<file path="src/rtl/asic2_pkg.sv">
// asic2_pkg: shared types, round constant and SHA-256 round helper functions.
package asic2_pkg;

    typedef logic [31:0] word_t;

    typedef enum logic [2:0] {WAIT, LOAD, GAP, ROUND, OUT, DONE} state_t;

    localparam word_t K0 = 32'h428a2f98;

    function automatic word_t ror(input word_t x, input int n);
        return (x >> n) | (x << (32 - n));
    endfunction

    function automatic word_t big_sigma0(input word_t x);
        return ror(x, 2) ^ ror(x, 13) ^ ror(x, 22);
    endfunction

    function automatic word_t big_sigma1(input word_t x);
        return ror(x, 6) ^ ror(x, 11) ^ ror(x, 25);
    endfunction

    function automatic word_t ch(input word_t e, input word_t f, input word_t g);
        return (e & f) ^ (~e & g);
    endfunction

    function automatic word_t maj(input word_t a, input word_t b, input word_t c);
        return (a & b) ^ (a & c) ^ (b & c);
    endfunction

endpackage

</file>
<file path="src/rtl/sha256_round.sv">
// sha256_round: combinational single SHA-256 round over working variables A..H.
module sha256_round
    import asic2_pkg::*;
(
    input  word_t v [8],
    input  word_t w,
    input  word_t k,
    output word_t nv [8]
);

    word_t t1, t2;

    assign t1 = v[7] + big_sigma1(v[4]) + ch(v[4], v[5], v[6]) + k + w;
    assign t2 = big_sigma0(v[0]) + maj(v[0], v[1], v[2]);

    assign nv[0] = t1 + t2;
    assign nv[1] = v[0];
    assign nv[2] = v[1];
    assign nv[3] = v[2];
    assign nv[4] = v[3] + t1;
    assign nv[5] = v[4];
    assign nv[6] = v[5];
    assign nv[7] = v[6];

endmodule

</file>
<file path="src/rtl/asic2_sha256_core.sv">
// asic2_sha256_core: fixed-schedule serial load, one SHA-256 round, serial unload.
// ASIC2_AUTO_RESTART_EN: return to WAIT after the last output word instead of holding in DONE.
module asic2_sha256_core
    import asic2_pkg::*;
#(
    parameter word_t ROUND_K     = K0,
    parameter int    LEAD_CYCLES = 2,
    parameter int    GAP_CYCLES  = 1
) (
    input  logic        clk,
    input  logic        reset,
    input  logic [31:0] in_data,
    output logic [31:0] out_var
);

    localparam logic [4:0] LOAD_AT  = 5'(LEAD_CYCLES);
    localparam logic [4:0] GAP_AT   = 5'(LEAD_CYCLES + 8);
    localparam logic [4:0] ROUND_AT = 5'(LEAD_CYCLES + 8 + GAP_CYCLES);
    localparam logic [4:0] OUT_AT   = 5'(LEAD_CYCLES + 9 + GAP_CYCLES);
    localparam logic [4:0] LAST     = 5'(LEAD_CYCLES + 16 + GAP_CYCLES);

    state_t      state;
    logic [4:0]  cnt;
    word_t       v  [8];
    word_t       nv [8];
    word_t       w;

    function automatic state_t phase_state(input logic [4:0] p);
        return p < LOAD_AT  ? WAIT  :
               p < GAP_AT   ? LOAD  :
               p < ROUND_AT ? GAP   :
               p == ROUND_AT ? ROUND :
               p <= LAST    ? OUT   : DONE;
    endfunction

    // W is consumed on the same edge it is captured, so the round sees the bus directly
    sha256_round u_round (
        .v  (v),
        .w  (state == ROUND ? in_data : w),
        .k  (ROUND_K),
        .nv (nv)
    );

    always_ff @(posedge clk) begin
        if (reset) begin
            state   <= WAIT;
            cnt     <= '0;
            w       <= '0;
            out_var <= '0;
            for (int i = 0; i < 8; i++) v[i] <= '0;
        end else begin
            case (state)
                LOAD:    v[3'(cnt - LOAD_AT)] <= in_data;
                ROUND: begin
                    w <= in_data;
                    for (int i = 0; i < 8; i++) v[i] <= nv[i];
                end
                OUT:     out_var <= v[3'(cnt - OUT_AT)];
                default: ;
            endcase
            if (state == OUT && cnt == LAST) begin
`ifdef ASIC2_AUTO_RESTART_EN
                cnt   <= '0;
                state <= WAIT;
`else
                cnt   <= LAST + 5'd1;
                state <= DONE;
`endif
            end else if (state != DONE) begin
                cnt   <= cnt + 5'd1;
                state <= phase_state(cnt + 5'd1);
            end
        end
    end

endmodule

</file>
<file path="config.mk">
export PLATFORM = sky130hd
export DESIGN_NAME = asic2_sha256_core
export DESIGN_NICKNAME = d
export VERILOG_FILES = /design/src/rtl/asic2_pkg.sv /design/src/rtl/sha256_round.sv /design/src/rtl/asic2_sha256_core.sv
export SDC_FILE = /design/constraint.sdc
export NUM_CORES = 1
export LEC_CHECK = 0
export BUFFER_PORTS_ARGS = -buffer_cell sky130_fd_sc_hd__buf_2
export CAP_MARGIN = 40
export CORE_UTILIZATION = 50
export CTS_CLUSTER_DIAMETER = 60
export DETAILED_ROUTE_END_ITERATION = 12
export PLACE_DENSITY = 0.66
export SYNTH_ARGS = -nofsm -noshare
export SYNTH_HDL_FRONTEND = slang
export SYNTH_HIERARCHICAL = 1
export SYNTH_SLANG_ARGS = --single-unit
export TNS_END_PERCENT = 20
</file>
<file path="constraint.sdc">
create_clock -name clk -period 10 [get_ports clk]
set_clock_uncertainty 0.05 [all_clocks]
set_input_delay 1 -clock clk [delete_from_list [all_inputs] [get_ports clk]]
set_output_delay 1 -clock clk [all_outputs]
set_load 0.03 [all_outputs]
</file>
Yosys cells after proc, flatten, opt, wreduce, memory -nomap -nowiden --
Cells that the tools add are included.
Cells by class: $lt $le $gt $ge 7, reductions and logical operators 5, $add $sub $neg 10, eq/ne operators 6, multiplexer cells 17, bitwise logic cells 21
Operators with widths (count):
- 256-bit case mux with 2 select lines | 1
- 256-bit bitwise mux | 1
- 32-bit XOR | 7
- 32-bit adder | 6
- 32-bit bitwise AND | 5
- 32-bit two-way mux | 4
- 32-bit binary-select mux with 3-bit select | 1
- 32-bit demux with 3-bit select | 1
- 32-bit by 31-bit adder with 32-bit output (second input constant) | 1
- 32-bit inverter | 1
- 10-bit by 32-bit bitwise OR with 32-bit output | 1
- 19-bit by 32-bit bitwise OR with 32-bit output | 1
- 21-bit by 32-bit bitwise OR with 32-bit output | 1
- 26-bit by 32-bit bitwise OR with 32-bit output | 1
- 30-bit by 32-bit bitwise OR with 32-bit output | 1
- 7-bit by 32-bit bitwise OR with 32-bit output | 1
- 3-bit two-way mux | 6
- 5-bit by 4-bit < comparator with 1-bit output (second input constant) | 2
- 5-bit two-way mux | 2
- 4-bit greater-or-equal comparator (second input constant) | 2
- 3-bit inverter with 4-bit output | 2
- 5-bit by 1-bit adder with 5-bit output (second input constant) | 1
- 5-bit by 4-bit equality test with 1-bit output (second input constant) | 1
- 5-bit equality test (second input constant) | 1
- 13 further kinds | 15
Storage, ports and cells: logic and storage cells 80, register bits after elaboration 328, input port bits 34

Depth between registers and ports, before layout --
depth in word-level cells 9, gate-level depth with buffers 35, gate-level depth less buffers 33

By module --
The synthesis kept the hierarchy.
By module, submodules not included:
- asic2_sha256_core | area an instance 16090.4 µm², seq. area each 6566.3 µm², times used 1, cells an instance 1789
- sha256_round | area an instance 11539.8 µm², seq. area each 0.0 µm², times used 1, cells an instance 1453

Worst setup path before layout --
OpenSTA, ideal clock, no wires.
path type input-to-reg, start input in_data[2], end register v[253] (netlist name), library setup time 0.086 ns, stages on the path 32, path buffers 1, required time 9.864 ns, path slack 2.453 ns, arrival time 7.411 ns, cell sequence clkbuf_1 mux2_2 inv_1 fa_1 inv_1 fa_1 inv_1 fa_1 inv_1 fa_1 a211oi_1 o21ai_0 o2111ai_1 nand2_1 a21oi_1 o21ai_0 xor2_1 inv_1 fa_1 inv_1 ha_1 and3_1 a2111oi_0 nand2_1 a21o_1 o211ai_1 a21oi_1 o31ai_1 a21oi_1 xor2_1 nor2_1 a211oi_1
RTL lines:
- from (decl) | RTL line asic2_sha256_core.sv:12 | input logic [31:0] in_data,
- to (signal, indexed assignment) | RTL line asic2_sha256_core.sv:53 | LOAD: v[3'(cnt - LOAD_AT)] <= in_data;
- to (decl) | RTL line asic2_sha256_core.sv:24 | word_t v [8];

==> impl_metrics.yaml <==
outcome:
  run_status: "finished clean"
clock_tree:
  cts_buffers: 44
  clock_sinks: 328
  post_cts_resized: 0
  htreeDepth: 2
  cts_tree: "yes"
  clk_pin_slew_worst_paths_ns: 0.06
  clock_latency_ns: 0.61
  cts.hold.buffers_added: 0
  ctsRootBufferMaster: "clkbuf_16"
  post_cts_buffers: 0
  clock_path_buffers: 3
cells_and_area:
  stdcell_area_sq_um: 28760
  multi_input_area_sq_um: 17570
  n_fill_cell: 5065
  area_growth_syn_to_layout_pct: 4.098
  nets: 3281
  drive_gt1_share_pct: 11.62
  regArea_sq_um: 6573
timing:
  post-route-period-util_pct: 91.23
  setup_slack_ns: 0.8773
  fin_crit_ns: 9.123
  drv_slew: 0
  setup_viol: 0
  max_slew_margin_pct: 32.48
  finalHoldViolCount: 0
  worstMarginPinSlew_ns: 1.013
  rsz0062_at_grt: "no"
  clock.fmax_mhz: 109.6
  setup-tns-final_ns: 0
yosys:
  synth_fa_ha_area_share_pct: 13.43
  synth.area.top_cells: "dfxtp_1 24%, fa_1 9.1%, mux2i_1 7.6%"
  yosys_warnings: 6
  synth_top_area_cell: "dfxtp_1"
  synthSimpleGateAreaFrac_pct: 8.876
  synthCells: 3242
  synth.cell_area_sq_um: 27630
  synth_compound_area_share_pct: 21.18
  syn_area_per_cell_sq_um: 8.523
  synth_xor_xnor_area_share_pct: 7.291
  async_reset_ff_share_pct: 0
  ys_types: 91
  ys_seq_elements: 328
  ys.flop_type: "dfxtp_1"
  synth-edff-count: 0
  ys_seq_area_share_pct: 23.76
  synth_top_family_by_area: "compound AO/OA/AOI/OAI gates"
  synthMuxAreaShare_pct: 12.18
  yosysTopAreaCellShare_pct: 23.76
worst_setup_path:
  cp_slowest_stage_delay_ns: 0.63
  worstPathRequired_ns: 10.47
  cp_num_buf_inv: 9
  crit_family: "adder cells"
  reg2reg_slack_ns: 0.88
  start_kind: "flip-flop"
  critPathKind: "reg -> reg"
  slowest_stage: "buf_4"
  critPathMaxFanout: 95
  crit_top_cell: "inv_1"
  endpoint_kind: "flip-flop"
  critPathArrivalTime_ns: 9.59
grt:
  track_usage_pct: 36.32
  antenna_found_initial: 7
  overflow: 0
  grt_max_degree: 140
  grt_first_pass_wirelength_um: 152000
  grt_pass1_vias: 22808
floorplanning:
  die_w_um: 237.1
  ios: 66
  start_util_pct: 50.94
  num_rows: 85
  dieArea_sq_um: 56200
  core_area_sq_um: 54240
  die_height_um: 237.1
power_and_ir_drop:
  p_leak_nw: 13.87
  ir_worst_vdd_uv: 162.6
  pwr_density_cell_nw_per_um2: 148.8
  p_total_mw: 4.279
detailed_routing:
  drc: 0
  drtPass1Iterations: 8
  wl_per_cell_um: 27.34
  drtIter0Drc: 3074
  vias: 24120
  detail-route-antenna-nets: 0
  routed_wl_um: 102800
  viasPerCell: 6.413
placed_design:
  place_area_sq_um: 27180
  hpwlAfterDp_um: 72130
  gp_congestion: 1.008
  port_buffers: 65
  pre_cts_slack_ns: 1.116
job:
  max_cap_violations: 0
hold_path:
  holdCritPathClass: "reg -> reg"
state kept, by name (all words and copies together), names as in the netlist:
register  cells
cnt           5
w            32
v           256
state         3
out_var      32
metrics by stage:
step           hold slack [ns]  utilization, %  cells
3_3_place_gp            0.4263           49.69   3666
5_1_grt                 0.4781           53.02   3759
2_1_floorplan           0.4278               -   3272
6_report                0.4557           53.03   3761
4_1_cts                 0.4557           52.97   3758
3_5_place_dp            0.4331           50.11   3676
layout make-up:
| class | instances | area share (%) |
|---|---|---|
| clock buffer | 60 | 4.428 |
| timing repair buffer | 121 | 3.280 |
| tap | 696 | 3.028 |
| antenna | 2 | 0.01740 |
| clock inverter | 22 | 0.9701 |
| multi-input combinational | 2200 | 61.08 |
| sequential | 328 | 22.85 |
| inverter | 332 | 4.341 |
routing by layer:
layer,wire length (um),up-vias,GRT usage (%),share of wire [%]
met1,42140,11708,49.08,41
met4,5095,8,16.79,5.0
met3,12640,313,10.54,12
li1,-,10577,-,-
met2,42920,1514,53.17,42
met5,52,-,0,0.051
cell families after synthesis:
family	Yosys count
flip-flops	328
buffers and inverters	744
AO/OA/AOI/OAI	873
multiplexers	316
other	2
XOR/XNOR	230
adder cells (fa/ha/maj)	222
AND/OR/NAND/NOR	527
path summary, 6_finish.rpt:
kind / start / end / cells after the start
max: state[2] / v[255] / 35
min: out_var[7] / out_var[7] / 1
max reg2reg: state[2] / v[255] / 35
min reg2reg: out_var[7] / out_var[7] / 1
synthesized netlist by cell type (7+ instances only):
cell	n
inv_1	331
xnor2_1	131
buf_2	66
nand2b_1	10
a21o_1	85
a22o_1	9
o21ai_0	215
a22oi_1	14
ha_1	95
a31oi_1	9
a21oi_1	218
o2bb2ai_1	10
buf_1	11
nand2_1	118
a221o_1	15
dfxtp_1	328
and2_1	38
o211ai_1	7
o21a_1	15
xor2_1	99
buf_4	200
nor2b_1	17
nor3_1	13
a211oi_1	75
and3_1	12
o21bai_1	12
clkbuf_1	130
a221oi_1	41
mux2i_1	209
nand4_1	10
nand3_1	79
a311oi_1	70
nor2_1	200
mux2_2	101
fa_1	125
worst register-to-register path, delay by kind of cell (launching register included):
kind                     cells  cell delay, ns
buffers and inverters        9            1.79
flip-flops                   1            0.48
AO/OA/AOI/OAI               10            2.48
XOR/XNOR                     3            0.66
multiplexers                 1            0.30
adder cells (fa/ha/maj)      6            2.56
AND/OR/NAND/NOR              6            0.70
cells in the final DEF, fill, tap and decap left out, drive strengths merged, types with 76 or more instances in the layout:
| cell type | instances |
|---|---|
| mux2 | 101 |
| mux2i | 209 |
| a21o | 85 |
| a211oi | 76 |
| nand2 | 122 |
| buf | 121 |
| xnor2 | 131 |
| dfxtp | 328 |
| nand3 | 79 |
| nor2 | 203 |
| a21oi | 221 |
| inv | 334 |
| xor2 | 99 |
| ha | 95 |
| fa | 125 |
| o21ai | 218 |
report_power, final:
group	total (mW)	internal, mW	switching (mW)	leakage, nW
Combinational	1.18	0.429	0.751	10.5
Clock	1.71	1.03	0.682	0.765
Sequential	1.39	1.33	0.0539	2.65
No activity file was read; power rests on OpenSTA's default activity.
